===== config.mk =====
export PLATFORM = sky130hd
export DESIGN_NAME = vec5_match_tracker
export DESIGN_NICKNAME = d
export VERILOG_FILES = /design/src/rtl/vec5_pkg.sv /design/src/rtl/vec5_popcount25.sv /design/src/rtl/vec5_match_tracker.sv
export SDC_FILE = /design/constraint.sdc
export NUM_CORES = 1
export LEC_CHECK = 0
export ABC_AREA = 1
export ABC_CLOCK_PERIOD_IN_PS = 7600
export CORE_MARGIN = 2
export CORE_UTILIZATION = 50
export CTS_BUF_LIST = sky130_fd_sc_hd__clkbuf_2 sky130_fd_sc_hd__clkbuf_4 sky130_fd_sc_hd__clkbuf_8
export CTS_CLUSTER_DIAMETER = 150
export CTS_CLUSTER_SIZE = 28
export DETAILED_ROUTE_END_ITERATION = 8
export GPL_ROUTABILITY_DRIVEN = 0
export PLACE_DENSITY = 0.89
export SLEW_MARGIN = 20
export SYNTH_ARGS = -nofsm -noshare
export SYNTH_HDL_FRONTEND = slang
export SYNTH_SLANG_ARGS = --single-unit

===== constraint.sdc =====
create_clock -name clk -period 7.6 [get_ports clk]
set_input_delay 1.9 -clock clk [delete_from_list [all_inputs] [get_ports clk]]
set_output_delay 1.9 -clock clk [all_outputs]
set_load 0.005 [all_outputs]

===== src/rtl/vec5_pkg.sv =====
// Shared constants and helpers for the five-input pairwise-match tracker.
package vec5_pkg;

  localparam int N_IN = 5;
  localparam int MATCH_W = 25;
  localparam logic [MATCH_W-1:0] ALL_ONES = 25'h1FFFFFF;
  // Diagonal positions (x_i against itself): bits 24, 18, 12, 6, 0.
  localparam logic [MATCH_W-1:0] DIAG_MASK = 25'h1041041;

  // Occupancy of the single-entry result register.
  typedef enum logic {
    OCC_EMPTY = 1'b0,
    OCC_FULL  = 1'b1
  } occ_t;

  // Bit position in the match vector for the pair (x_i, x_j).
  function automatic logic [4:0] pair_idx(input int i, input int j);
    return 5'(24 - 5 * i - j);
  endfunction

endpackage


===== src/rtl/vec5_popcount25.sv =====
// Combinational population count of a 25-bit vector.
module vec5_popcount25
  import vec5_pkg::*;
(
  input  logic [MATCH_W-1:0] bits,
  output logic [4:0]         count
);

  // Sum all bits; 25 fits in 5 bits, so the count never wraps.
  always_comb begin
    count = 5'd0;
    for (int k = 0; k < MATCH_W; k++) begin
      count = count + 5'(bits[k]);
    end
  end

endmodule


===== src/rtl/vec5_match_tracker.sv =====
// Consumes pairwise-XNOR match vectors: registers popcount, all-agree and
// consistency-error flags per sample, tracks a run of all-agree samples and
// raises a sticky lock when the run reaches THRESH.
//
// Handshake: a transfer happens on a rising clk edge where valid && ready are
// both 1. Upstream may not rely on in_ready before asserting in_valid; the
// result register holds its fields stable while out_valid && !out_ready.
module vec5_match_tracker
  import vec5_pkg::*;
#(
  parameter int RUN_W  = 8,
  parameter int THRESH = 4
) (
  input  logic               clk,
  input  logic               resetn,
  input  logic               in_valid,
  output logic               in_ready,
  input  logic [MATCH_W-1:0] match,
  output logic               out_valid,
  input  logic               out_ready,
  output logic [4:0]         out_pop,
  output logic               out_all_eq,
  output logic               out_err,
  output logic [RUN_W-1:0]   out_run,
  output logic               lock,
  input  logic               clr_lock
);

  localparam logic [RUN_W-1:0] RUN_MAX = '1;
  localparam logic [RUN_W-1:0] RUN_THRESH = RUN_W'(THRESH);

  occ_t             occ;
  logic [4:0]       pop_q;
  logic             all_eq_q;
  logic             err_q;
  logic [RUN_W-1:0] run_q;
  logic             lock_q;

  logic [4:0]       pop;
  logic             all_eq;
  logic             err;
  logic [RUN_W-1:0] run_next;
  logic             accept;
  logic             handshake;
  logic             lock_set;

  vec5_popcount25 u_pop (
    .bits  (match),
    .count (pop)
  );

  // Accept / handshake qualifiers; the slot frees up in the same cycle it drains.
  always_comb begin
    in_ready  = resetn && ((occ == OCC_EMPTY) || out_ready);
    accept    = in_valid && in_ready;
    handshake = (occ == OCC_FULL) && out_ready;
  end

  // Consistency check: diagonal must be all ones and the matrix symmetric.
  always_comb begin
    err = ((match & DIAG_MASK) != DIAG_MASK);
    for (int i = 0; i < N_IN; i++) begin
      for (int j = i + 1; j < N_IN; j++) begin
        if (match[pair_idx(i, j)] != match[pair_idx(j, i)]) begin
          err = 1'b1;
        end
      end
    end
  end

  // Next run value (saturating) and the lock set condition for this sample.
  always_comb begin
    all_eq = (match == ALL_ONES);
    if (!all_eq) begin
      run_next = '0;
    end else if (run_q == RUN_MAX) begin
      run_next = RUN_MAX;
    end else begin
      run_next = run_q + 1'b1;
    end
    lock_set = accept && (run_next >= RUN_THRESH);
  end

  // Result register and occupancy; run counter advances only on accept.
  always_ff @(posedge clk) begin
    if (!resetn) begin
      occ      <= OCC_EMPTY;
      pop_q    <= '0;
      all_eq_q <= 1'b0;
      err_q    <= 1'b0;
      run_q    <= '0;
    end else if (accept) begin
      occ      <= OCC_FULL;
      pop_q    <= pop;
      all_eq_q <= all_eq;
      err_q    <= err;
      run_q    <= run_next;
    end else if (handshake) begin
      occ      <= OCC_EMPTY;
    end
  end

  // Sticky lock: a set event outranks a simultaneous clear.
  always_ff @(posedge clk) begin
    if (!resetn) begin
      lock_q <= 1'b0;
    end else if (lock_set) begin
      lock_q <= 1'b1;
    end else if (clr_lock) begin
      lock_q <= 1'b0;
    end
  end

  // Registered outputs.
  always_comb begin
    out_valid  = (occ == OCC_FULL);
    out_pop    = pop_q;
    out_all_eq = all_eq_q;
    out_err    = err_q;
    out_run    = run_q;
    lock       = lock_q;
  end

endmodule


# Word-level counts from Yosys, hierarchy flattened
# Cells that the tools add are included.
[word_totals] regBits=17 latchBits=0 mem_bits_rw=0 rom_bits=0 input_bits=30 elab_cells=69 n_memories=0
[op_classes] add_sub_neg=25 mul=0 n_div=0 n_lt_le_gt_ge=1 eq_ne=13 shifts=0 muxes=16 bitwise=1 reduce_logical=7
[op_table] op="$add A5 B1 Y5" n=23
[op_table] op="$eq A25 B25 Y1 const B" n=1
[op_table] op="$mux W8" n=2
[op_table] op="$mux W1" n=14
[op_table] op="$ne A1 B1 Y1" n=10
[op_table] op="$add A8 B1 Y8 const B" n=1
[op_table] op="$eq A8 B8 Y1 const B" n=1
[op_table] op="$ge A8 B3 Y1 const B" n=1
[op_table] op="$ne A5 B5 Y1 const B" n=1
[op_table] op="$logic_and A1 B1 Y1" n=4
[op_table] op="$reduce_bool A2 Y1" n=2
[op_table] op="$add A1 B1 Y2" n=1
[op_table] op="$logic_or A1 B1 Y1" n=1
[op_table] op="$not A1 Y1" n=1

# Depth between registers and ports, before layout
# Gate-level depths: netlist of run 1.
[logic_depth] depth_word=24 ltp_mapped=16 depth_no_buf=16

# Cells and area by module
# Synthesis of run 1 repeated with hierarchy kept, for this count alone.
[unflattened] cells_unflattened=251 area_unflattened_um2=1726.7
[by_module_without_submodules] module="vec5_match_tracker" instances=1 cells_per_inst=175 area_per_inst_um2=1093.5
[by_module_without_submodules] module="vec5_popcount25" instances=1 cells_per_inst=76 area_per_inst_um2=633.1

# Least setup slack after synthesis of run 1
# Ideal clock, no wire load.
[synth_timing] path_kind="in2reg" start="in match[0]" end="reg pop_q[3] (netlist: out_pop[3])" setup_ns=0.115 t_arrival_ns=5.523 required_ns=7.485 setup_slack_ns=1.961 path_stages=16 cell_sequence="ha_1 inv_1 fa_1 fa_1 inv_1 fa_1 fa_1 inv_1 fa_1 inv_1 ha_1 a21o_1 a21oi_1 xnor2_1 o21ai_0 inv_1"
[synth_between] elab_chain_cells=24
[synth_lines] element="start: declaration" line_no="vec5_match_tracker.sv:18" source="input logic [MATCH_W-1:0] match,"
[synth_lines] element="$add A1 B1 Y2" line_no="vec5_popcount25.sv:13" source="count = count + 5'(bits[k]);"
[synth_lines] element="$add A5 B1 Y5 (23 in series)" line_no="vec5_popcount25.sv:13"
[synth_lines] element="end signal: assignment" line_no="vec5_match_tracker.sv:94" source="pop_q <= pop;"
[synth_lines] element="end: declaration" line_no="vec5_match_tracker.sv:33" source="logic [4:0] pop_q;"
# No other way between the ends.
# A chain may end at the register's enable or synchronous reset.

# Worst setup path in the final report of run 1
[layout_timing] start="in match[1]" end="reg pop_q[3] (netlist: out_pop[3])"
# The elaborated chain is that of the path after synthesis.

==> impl_metrics.toml, run 1 <==
[synth]
synth_commonest_cells = "sky130_fd_sc_hd__nand2_1, sky130_fd_sc_hd__inv_1, sky130_fd_sc_hd__nor2_1, sky130_fd_sc_hd__fa_1, sky130_fd_sc_hd__dfxtp_1"
netlist-cell-type-count = 31
syn_area_sq_mm = 0.00169
synth_area_leaders = "sky130_fd_sc_hd__fa_1, sky130_fd_sc_hd__dfxtp_1, sky130_fd_sc_hd__nand2_1, sky130_fd_sc_hd__inv_1, sky130_fd_sc_hd__ha_1"
synthMostInstantiatedCell = "sky130_fd_sc_hd__nand2_1"
synthesis.area_per_instance_sq_um = 7.15
syn-num-nets = 292
async_reset_ff_frac = 0
synth_top_cell_by_area = "sky130_fd_sc_hd__fa_1"
synth-seq-area-share = 0.202
synth_top_area_share = 0.213
synth_edf_count = 0
ys_ff_latch = 17
yosysWarningCount = 0
postSynthCellCount = 236
yosys_most_used_dff = "sky130_fd_sc_hd__dfxtp_1"

[grt]
grt_first_pass_wirelength_um = 6870
grt_use_met1 = 0.269
met3_usage = 0.0326
grt_use_total = 0.219
grt_antenna_before_repair = 0
first_global_vias = 1601
grt_start_max_net_pins = 20
globalRoute.busiestLayer = "met2"
grt.overflow.total = 0
grt.met2_usage = 0.383

[die]
die_width_um = 62.1
design.die.area_sq_mm = 0.00386
cell_row_count = 21
die_y_um = 62.1
core_area_sq_mm = 0.00328
io_pins = 48
start_util = 0.514

[clock_tree]
ctsRootBufferMaster = "sky130_fd_sc_hd__clkbuf_4"
clock_sink_count = 17
worst_skew_pair.late_latency_ns = 0.29
clk_pin_slew_ns = 0.10
h-tree-depth = 1
holdBufCountCts = 0
tritoncts = "built"
cts.repair.resized = 0
post_cts.repair.setup_buffers = 0
clockBufferDepth = 2
cts_inserted_buffers = 3

[critical_path]
crit_slowest_cell = "sky130_fd_sc_hd__fa_1"
cp_data_required_time_ns = 7.80
worstSetupEndpointType = "register"
critPathMaxFanout = 2
path_class = "in2reg"
cp_slowest_stage_delay_ns = 0.57
kind_of_start_point_of_the_critical_path = "input port"
timing.critical_path.arrival_ns = 6.12
path_cells = "clkdlybuf4s50_1 > ha_1 > inv_1 > fa_1 > fa_1 > inv_1 > fa_1 > fa_1 > inv_1 > fa_1 > inv_1 > ha_1 > a21o_1 > a21oi_1 > xnor2_1 > o21ai_0 > inv_1"

[power_and_ir_drop]
design_power_total_mw = 0.442
p_sw_mw = 0.178
p_clk_frac = 0.109
p_seq_frac = 0.235
net_switching_fraction_of_the_power = 0.403
cell_leakage_power_nw = 1.06
total_internal_power_mw = 0.264
proportion_of_power_drawn_by_combinational_gates = 0.656
vdd_ir_drop_max_v = 0.000240
power_per_cell_area_mw_per_mm2 = 199

[sta]
achievable-frequency_mhz = 169
rsz0062_at_grt = "no"
max_slew.worst_pin.slew_ns = 0.687
min_period_over_period = 0.779
setup_slack_ns = 1.68
timing.final.max_slew_violations = 0
endpoints_failing_setup = 0
total_negative_slack_ns = 0
timing.final.hold_violations = 0
timing.final.crit_period_ns = 5.92
maxSlewHeadroom = 0.541
final.setup_skew_ns = 0.00494

[routing]
total_wire_length_after_detailed_routing_um = 3810
dr_drc_count = 0
dr_total_vias = 1632
ant_nets = 0
initialDrtViolationCount = 96
via_density = 4.95
first_pass_iters = 4
drt-wirelength-per-cell_um = 11.6

[place]
place_hpwl_um = 3300
placedInstanceArea_sq_mm = 0.00220
pre_cts_slack_ns = 1.34
buffer_ports.inserted = 47

[finish]
post-route-cell-area_sq_mm = 0.00223
layout-drive-gt1-share = 0.0387
area_growth_pct = 31.9
fill_cell_count = 266
numnets_final = 341
antenna_cells = 0
layout.core_utilization = 0.678

[min_path]
worst_hold_path_type = "reg2reg"

[outcome]
run_status = "finished, final reports clean"

[job]
drv_cap = 0
sequential cells by signal, indices dropped and copies added, names as in the netlist:
| name | count |
|---|---|
| out_valid | 1 |
| lock | 1 |
| out_err | 1 |
| out_all_eq | 1 |
| out_pop | 5 |
| out_run | 8 |
power by group through the flow:
| stage | Sequential, mW | Clock, mW | Combinational, mW |
|---|---|---|---|
| 6_report | 0.104 | 0.0484 | 0.290 |
| 2_1_floorplan | 0.107 | 0 | 0.209 |
| 3_5_place_dp | 0.106 | 0 | 0.294 |
| 5_1_grt | 0.105 | 0.0560 | 0.338 |
| 3_3_place_gp | 0.106 | 0 | 0.280 |
| 4_1_cts | 0.104 | 0.0498 | 0.295 |
worst paths after layout:
kind	start	slack (ns)	cells past startpoint	to
max reg2reg	out_run[0]	5.86	9	lock
max	match[1]	1.68	17	out_pop[3]
min	out_all_eq	0.47	2	out_all_eq
min reg2reg	out_all_eq	0.47	2	out_all_eq
cells by family (layout without fill, tap and decap cells):
| logic type | Yosys count | in the layout | share of synthesized area |
|---|---|---|---|
| buffers and inverters | 59 | 107 | 0.134 |
| AOI/OAI and AO/OA | 26 | 26 | 0.0919 |
| DFF | 17 | 17 | 0.202 |
| adders and majority gates | 26 | 26 | 0.273 |
| and+or+nand+nor | 100 | 100 | 0.258 |
| xor gates and xnor gates | 8 | 8 | 0.0415 |
routing by layer:
layer,vias up,part of all wire
met5,-,0
met4,0,0.030
met3,13,0.044
met2,48,0.51
met1,747,0.42
li1,824,-
critical path, delay by kind of cell:
kind,cells,cell delay [ns]
XOR/XNOR,1,0.08
buffers and inverters,6,0.74
adder cells (fa/ha/maj),7,2.96
AO/OA/AOI/OAI,3,0.42
metrics by stage:
| step | cells | hold WS [ns] |
|---|---|---|
| 2_1_floorplan | 236 | 0.462 |
| 3_3_place_gp | 326 | 0.454 |
| 3_5_place_dp | 326 | 0.458 |
| 4_1_cts | 330 | 0.473 |
| 5_1_grt | 330 | 0.493 |
| 6_report | 330 | 0.470 |
cell usage in the layout, fill, tap and decap left out:
cell / n
sky130_fd_sc_hd__a31oi_1: 2
sky130_fd_sc_hd__nand4_1: 3
sky130_fd_sc_hd__inv_1: 53
sky130_fd_sc_hd__o21ai_0: 9
sky130_fd_sc_hd__fa_1: 18
sky130_fd_sc_hd__clkinv_1: 1
sky130_fd_sc_hd__a21oi_1: 5
sky130_fd_sc_hd__clkdlybuf4s50_1: 47
sky130_fd_sc_hd__clkbuf_4: 3
sky130_fd_sc_hd__o32ai_1: 2
sky130_fd_sc_hd__o22ai_1: 1
sky130_fd_sc_hd__a21oi_2: 1
sky130_fd_sc_hd__nand3_1: 14
sky130_fd_sc_hd__ha_1: 8
sky130_fd_sc_hd__a21o_1: 1
sky130_fd_sc_hd__o31ai_1: 2
sky130_fd_sc_hd__o21ai_1: 2
sky130_fd_sc_hd__nor3_4: 1
sky130_fd_sc_hd__dfxtp_1: 17
sky130_fd_sc_hd__clkinv_2: 1
sky130_fd_sc_hd__o21a_1: 1
sky130_fd_sc_hd__nand3_2: 1
sky130_fd_sc_hd__nor2_2: 1
sky130_fd_sc_hd__xnor2_1: 3
sky130_fd_sc_hd__nor2_1: 22
sky130_fd_sc_hd__xor2_1: 5
sky130_fd_sc_hd__nand2_1: 54
sky130_fd_sc_hd__nor4_1: 2
sky130_fd_sc_hd__inv_2: 2
sky130_fd_sc_hd__nor3_1: 1
sky130_fd_sc_hd__nor2_4: 1
cell type report:
| type | instances | area [sq um] | area share |
|---|---|---|---|
| Multi-Input combinational cell | 160 | 1120 | 0.503 |
| Timing Repair Buffer | 47 | 470 | 0.211 |
| Sequential cell | 17 | 340 | 0.153 |
| Inverter | 56 | 210 | 0.0944 |
| Tap cell | 46 | 57.6 | 0.0258 |
| Clock buffer | 3 | 22.5 | 0.0101 |
| Clock inverter | 1 | 5.00 | 0.00225 |
(Power assumes the default switching activity.)
==> run 2, diff against run 1 <==
Settings changed: ABC_CLOCK_PERIOD_IN_PS 7600 to 5700.
Clock period 7.6 ns to 5.7 ns, I/O delays scaled along.
==> run 2 against run 1 <==
Effect of this change:
- first-iteration DRC count rose by 9.4%
- critical path depth unchanged
- total power up 39%
- combinational power increased by 41%
- critical path type unchanged
- largest power group unchanged
==> impl_metrics.toml, run 2 (synthesis gave the netlist of run 1 again) <==
[outcome]
run_status = "finished, final reports clean"

[clock_tree]
clock_sink_count = 17
holdBufCountCts = 0
clk_pin_slew_ns = 0.11
h-tree-depth = 1
post_cts.repair.setup_buffers = 0
clockBufferDepth = 2
cts_inserted_buffers = 3
worst_skew_pair.late_latency_ns = 0.29
tritoncts = "built"
ctsRootBufferMaster = "sky130_fd_sc_hd__clkbuf_4"
cts.repair.resized = 0

[sta]
max_slew.worst_pin.slew_ns = 0.686
achievable-frequency_mhz = 183
timing.final.crit_period_ns = 5.46
maxSlewHeadroom = 0.541
min_period_over_period = 0.957
rsz0062_at_grt = "no"
total_negative_slack_ns = 0
worst_hold_slack_ns = 0.489
final.setup_skew_ns = 0.00409
endpoints_failing_setup = 0
timing.final.max_slew_violations = 0
timing.final.hold_violations = 0
setup_slack_ns = 0.244

[routing]
first_pass_iters = 4
total_wire_length_after_detailed_routing_um = 3950
via_density = 4.93
initialDrtViolationCount = 105
dr_total_vias = 1637
drt-wirelength-per-cell_um = 11.9
dr_drc_count = 0
ant_nets = 0

[min_path]
worst_hold_path_type = "reg2reg"
timing.hold.worst.start = "out_pop[1]"
holdPathStages = 2

[power_and_ir_drop]
cell_leakage_power_nw = 1.07
power_per_cell_area_mw_per_mm2 = 274
vdd_ir_drop_max_v = 0.000260

[critical_path]
path_class = "in2reg"
kind_of_start_point_of_the_critical_path = "input port"
r2r_cells = 9
path_cells = "clkdlybuf4s50_1 > ha_1 > inv_1 > fa_1 > fa_1 > inv_1 > fa_1 > fa_1 > inv_1 > fa_1 > inv_1 > ha_1 > a21o_1 > a21oi_1 > xnor2_1 > o21ai_0 > inv_1"
cp_num_buf_inv = 6
worst_path_dominant_cell_family = "adder cells"
cp_data_required_time_ns = 5.90
timing.reg2reg.setup_slack_ns = 3.95
crit_slowest_cell = "sky130_fd_sc_hd__fa_1"
worst_r2r_startpoint = "out_run[0]"
timing.critical_path.arrival_ns = 5.65
worstSetupEndpointType = "register"
timing.critical_path.depth = 17
worst_setup_path_startpoint = "match[0]"
critPathMaxFanout = 2
cp_slowest_stage_delay_ns = 0.54

[finish]
numnets_final = 343
final_common_cell = "sky130_fd_sc_hd__nand2_1"
largest_register_ffs = 8
layout_common_cells = "sky130_fd_sc_hd__nand2_1, sky130_fd_sc_hd__inv_1, sky130_fd_sc_hd__clkdlybuf4s50_1, sky130_fd_sc_hd__nor2_1, sky130_fd_sc_hd__fa_1"
fill_cell_count = 289
layout.core_utilization = 0.683
antenna_cells = 0
layout-drive-gt1-share = 0.0455
area_growth_pct = 32.8

[grt]
grt_start_max_net_pins = 20
grt_use_total = 0.228
grt.overflow.total = 0
first_global_vias = 1705
grt_first_pass_wirelength_um = 7190
grt_antenna_before_repair = 0

[die]
design.die.area_sq_mm = 0.00386
cell_row_count = 21
die_width_um = 62.1
start_util = 0.514
core_area_sq_mm = 0.00328
die_y_um = 62.1
io_pins = 48

[place]
place_hpwl_um = 3480
buffer_ports.inserted = 47
pre_cts_slack_ns = -0.0575

[job]
drv_cap = 0
==> run 2: cell types whose count changed in the layout (fill, tap and decap cells not counted), sizes merged <==
| cell | delta |
|---|---|
| buf | +2 |
==> run 2: power breakdown <==
group	switching [mW]	internal (mW)
logic	0.200	0.209
clock network	0.0396	0.0261
registers	0.00666	0.132
total	0.247	0.368
==> run 2: worst paths after layout <==
check	endpoint
min reg2reg	out_pop[1]
min	out_pop[1]
max reg2reg	lock
max	out_pop[3]
==> run 2: worst reg2reg max path: stages (launching register included) <==
cell                      delay (ns)
sky130_fd_sc_hd__dfxtp_1        0.44
sky130_fd_sc_hd__ha_1           0.21
sky130_fd_sc_hd__nand2_1        0.09
sky130_fd_sc_hd__nor2_1         0.19
sky130_fd_sc_hd__nand2_1        0.18
sky130_fd_sc_hd__o21ai_0        0.15
sky130_fd_sc_hd__o21ai_0        0.13
sky130_fd_sc_hd__nand2_1        0.08
sky130_fd_sc_hd__nand2_1        0.06
sky130_fd_sc_hd__a21oi_2        0.15
==> run 2: final cells by class <==
cell class                 count  area [sq um]  share of cell area
timing repair buffer          49           485               0.217
multi-input combinational    160          1120               0.500
clock inverter                 1          5.00             0.00223
sequential                    17           340               0.152
clock buffer                   3          22.5              0.0100
inverter                      56           210              0.0938
tap                           46          57.6              0.0257
==> run 2: metal layers <==
metal | global-route usage | part of all wire
met5 | 0 | 0
met4 | 0.0472 | 0.0058
met3 | 0.0417 | 0.044
met2 | 0.439 | 0.55
met1 | 0.261 | 0.40
==> run 2: through the flow <==
step | instance area, sq um | total power, mW | cells
3_3_place_gp | 2210 | 0.531 | 328
2_1_floorplan | 1690 | 0.421 | 236
6_report | 2240 | 0.614 | 332
3_5_place_dp | 2210 | 0.555 | 328
5_1_grt | 2240 | 0.693 | 332
4_1_cts | 2240 | 0.620 | 332
==> run 3, diff against run 2 <==
Settings changed: CORE_MARGIN 2 to unset, SLEW_MARGIN 20 to unset.
==> run 3 against run 2 <==
Effect of this change:
- final area is 0.11% lower
- critical endpoint unchanged
- non-clock buffer count stayed put
- maximum frequency about the same
- highest routed layer unchanged
==> impl_metrics.toml, run 3 (synthesis gave the netlist of run 1 again) <==
[outcome]
run_status = "finished, final reports clean"

[finish]
layout-drive-gt1-share = 0.0455
numnets_final = 343
antenna_cells = 0
multi_input_area_sq_mm = 0.00112
layout.core_utilization = 0.716
largest_register_ffs = 8
final_common_cell = "sky130_fd_sc_hd__nand2_1"
seqCellArea_sq_um = 340
area_growth_pct = 32.7
fill_cell_count = 246
layout_common_cells = "sky130_fd_sc_hd__nand2_1, sky130_fd_sc_hd__inv_1, sky130_fd_sc_hd__clkdlybuf4s50_1, sky130_fd_sc_hd__nor2_1, sky130_fd_sc_hd__fa_1"

[routing]
dr_total_vias = 1662
first_pass_iters = 4
via_density = 5.04
ant_nets = 0
total_wire_length_after_detailed_routing_um = 3970
initialDrtViolationCount = 188
drt-wirelength-per-cell_um = 12.0
dr_drc_count = 0

[clock_tree]
clockBufferDepth = 2
ctsRootBufferMaster = "sky130_fd_sc_hd__clkbuf_4"
cts_inserted_buffers = 3
post_cts.repair.setup_buffers = 0
clock_sink_count = 17
h-tree-depth = 1
holdBufCountCts = 0
tritoncts = "built"
cts.repair.resized = 0
worst_skew_pair.late_latency_ns = 0.29
clk_pin_slew_ns = 0.11

[sta]
max_slew.worst_pin.slew_ns = 0.712
min_period_over_period = 0.957
timing.final.hold_violations = 0
rsz0062_at_grt = "no"
endpoints_failing_setup = 0
final.setup_skew_ns = 0.00518
maxSlewHeadroom = 0.524
achievable-frequency_mhz = 183
timing.final.max_slew_violations = 0
timing.final.crit_period_ns = 5.45
setup_slack_ns = 0.248

[place]
buffer_ports.inserted = 47
pre_cts_slack_ns = -0.0881
place_hpwl_um = 3450

[die]
die_y_um = 60.1
start_util = 0.540
cell_row_count = 20
die_width_um = 60.1
io_pins = 48
core_area_sq_mm = 0.00313
design.die.area_sq_mm = 0.00361

[grt]
grt_first_pass_wirelength_um = 6910
grt_antenna_before_repair = 0
grt.overflow.total = 0
grt_start_max_net_pins = 20
first_global_vias = 1583
grt_use_total = 0.255

[critical_path]
path_class = "in2reg"
kind_of_start_point_of_the_critical_path = "input port"
timing.reg2reg.setup_slack_ns = 3.94
worstSetupEndpointType = "register"
r2r_cells = 9
worst_setup_path_startpoint = "match[1]"
cp_data_required_time_ns = 5.89
critPathMaxFanout = 2
worst_r2r_startpoint = "out_run[0]"
timing.critical_path.arrival_ns = 5.64

[min_path]
worst_hold_path_type = "reg2reg"
timing.hold.worst.start = "out_all_eq"
holdPathStages = 2

[power_and_ir_drop]
vdd_ir_drop_max_v = 0.000315
power_per_cell_area_mw_per_mm2 = 276
cell_leakage_power_nw = 1.07

[job]
drv_cap = 0
==> run 3: worst paths after layout <==
path / to
min: out_all_eq
max: out_pop[3]
max reg2reg: lock
min reg2reg: out_all_eq
==> run 3: cell type report <==
class	instances	share of cell area
flip-flops and latches	17	0.152
well taps	44	0.0246
multi-input cells	160	0.501
clock buffers	3	0.0101
inverters	56	0.0939
repair buffers	49	0.217
clock inverters	1	0.00223
==> run 3: critical path, stage by stage <==
cell                              delay (ns)
sky130_fd_sc_hd__clkdlybuf4s50_1        0.43
sky130_fd_sc_hd__ha_1                   0.28
sky130_fd_sc_hd__inv_1                  0.04
sky130_fd_sc_hd__fa_1                   0.46
sky130_fd_sc_hd__fa_1                   0.40
sky130_fd_sc_hd__inv_1                  0.08
sky130_fd_sc_hd__fa_1                   0.44
sky130_fd_sc_hd__fa_1                   0.54
sky130_fd_sc_hd__inv_1                  0.06
sky130_fd_sc_hd__fa_1                   0.54
sky130_fd_sc_hd__inv_1                  0.06
sky130_fd_sc_hd__ha_1                   0.28
sky130_fd_sc_hd__a21o_1                 0.16
sky130_fd_sc_hd__a21oi_1                0.15
sky130_fd_sc_hd__xnor2_1                0.08
sky130_fd_sc_hd__o21ai_0                0.15
sky130_fd_sc_hd__inv_1                  0.05
==> run 3: where the power goes <==
group,switching [mW],internal [mW]
sequential,0.00721,0.132
combinational,0.203,0.209
clock,0.0396,0.0261
total,0.250,0.368
==> run 3: layer usage <==
| metal | routed length, um | GRT usage | up-vias |
|---|---|---|---|
| met5 | 0 | 0 | - |
| met4 | 40 | 0.0631 | 0 |
| met3 | 189 | 0.0281 | 4 |
| met2 | 2120 | 0.455 | 56 |
| met1 | 1610 | 0.322 | 771 |
| li1 | - | - | 831 |
==> run 3: stage by stage <==
stage / power, mW / instance area [sq um] / std cells / hold slack, ns / TNS [ns]
2_1_floorplan: 0.421 / 1690 / 236 / 0.462 / 0
3_3_place_gp: 0.530 / 2210 / 326 / 0.453 / 0
3_5_place_dp: 0.557 / 2210 / 326 / 0.476 / -0.168
4_1_cts: 0.622 / 2240 / 330 / 0.491 / 0
5_1_grt: 0.685 / 2240 / 330 / 0.502 / 0
6_report: 0.618 / 2240 / 330 / 0.485 / 0
==> edit, RTL diff (config.mk and constraints of run 3) <==
Set the parameter `RUN_W` to 10 (it was 8).
--- a/src/rtl/vec5_match_tracker.sv
+++ b/src/rtl/vec5_match_tracker.sv
@@ -8,7 +8,7 @@
 module vec5_match_tracker
   import vec5_pkg::*;
 #(
-  parameter int RUN_W  = 8,
+  parameter int RUN_W  = 10,
   parameter int THRESH = 4
 ) (
   input  logic               clk,
Ports: changed (resized out_run); port bits go from 48 to 50. The function was not compared with the original's and may differ.
==> edit against run 3 <==
Die area rose by 9.7%; routed wire length rose by 15%; synthesized area rose by 10%; sequential cell count rose by 2; first-iteration DRC count fell by 1.1%; non-clock buffer count rose by 3; setup slack got worse by 0.014 ns; power rose by 10%; global-route usage rose by 0.27 points; sequential power rose by 9%; final area rose by 10%; critical path type unchanged; critical endpoint unchanged.
==> edit: results (changes against run 3) <==
[layout]
instances_no_fill = 366  ; +11%
fill_cells = 270  ; +9.8%
multi_input_cells = 178  ; +11%
multi_input_area_share = 0.495  ; -0.00562
nNonClkBuffers = 52  ; +6.1%
inverters = 67  ; +20%
layout.area.seq_um2 = 380  ; +12%
syn2layout_area_growth_pct = 33.1

[setup_path]
r2r_slack_ns = 3.98  ; +0.04 ns
r2r_start = out_run[1]$_SDFFE_PN0P_
arrival_ns = 5.62  ; -0.02 ns

[global_routing]
track_usage = 0.257  ; +0.00272
grt_use_met1 = 0.317  ; -0.00516
grt_first_pass_wirelength_um = 8090  ; +17%

[clocking]
clock-root-buffer = clkbuf_8

[logic_synthesis]
synth_common_cells = 61 x nand2_1, 59 x inv_1, 24 x nor2_1

[placed_design]
dp.cells = 362  ; +11%
dpl_worst_slack_ns = -0.128  ; -0.0403 ns
dp_hpwl_um = 3770  ; +9.4%

[outcome]
outcome = complete, no violations

[hold_path]
worstHoldStart = out_pop[0]$_SDFFE_PN0P_

[route]
drt_first_iter_violations = 186  ; -1.1%

[power_and_ir_drop]
peakVddDrop_mv = 0.428  ; +36%
power.leakage_nw = 1.21  ; +14%

[timing]
slew_headroom = 0.673  ; +0.149
finalClockSkew_ns = 0.00292  ; -0.00226 ns

[edit: cell count changes after synthesis, sizes merged, moves of 2 or more]
cell    delta
a32o       +4
dfxtp      +2
nand3b     +2
o31ai      -2
a21oi      +7
xor2       -3
buf        -2
nand2      +8
inv       +11
o21bai     +2
a211oi     +2
[edit: where the power goes]
part / internal [mW] / switching, mW / total [mW]
Clock: 0.0486 / 0.0469 / 0.0956
Combinational: 0.216 / 0.218 / 0.434
Sequential: 0.146 / 0.00689 / 0.153
Total: 0.411 / 0.272 / 0.682
[edit: worst reg2reg max path, stage by stage, from the launching register on]
cell      delay [ns]
dfxtp_1         0.41
ha_1            0.21
nand2_1         0.11
nor2_2          0.22
nand3b_2        0.19
inv_2           0.13
nor2_1          0.07
nand2_1         0.08
a21oi_1         0.07
a21oi_1         0.17
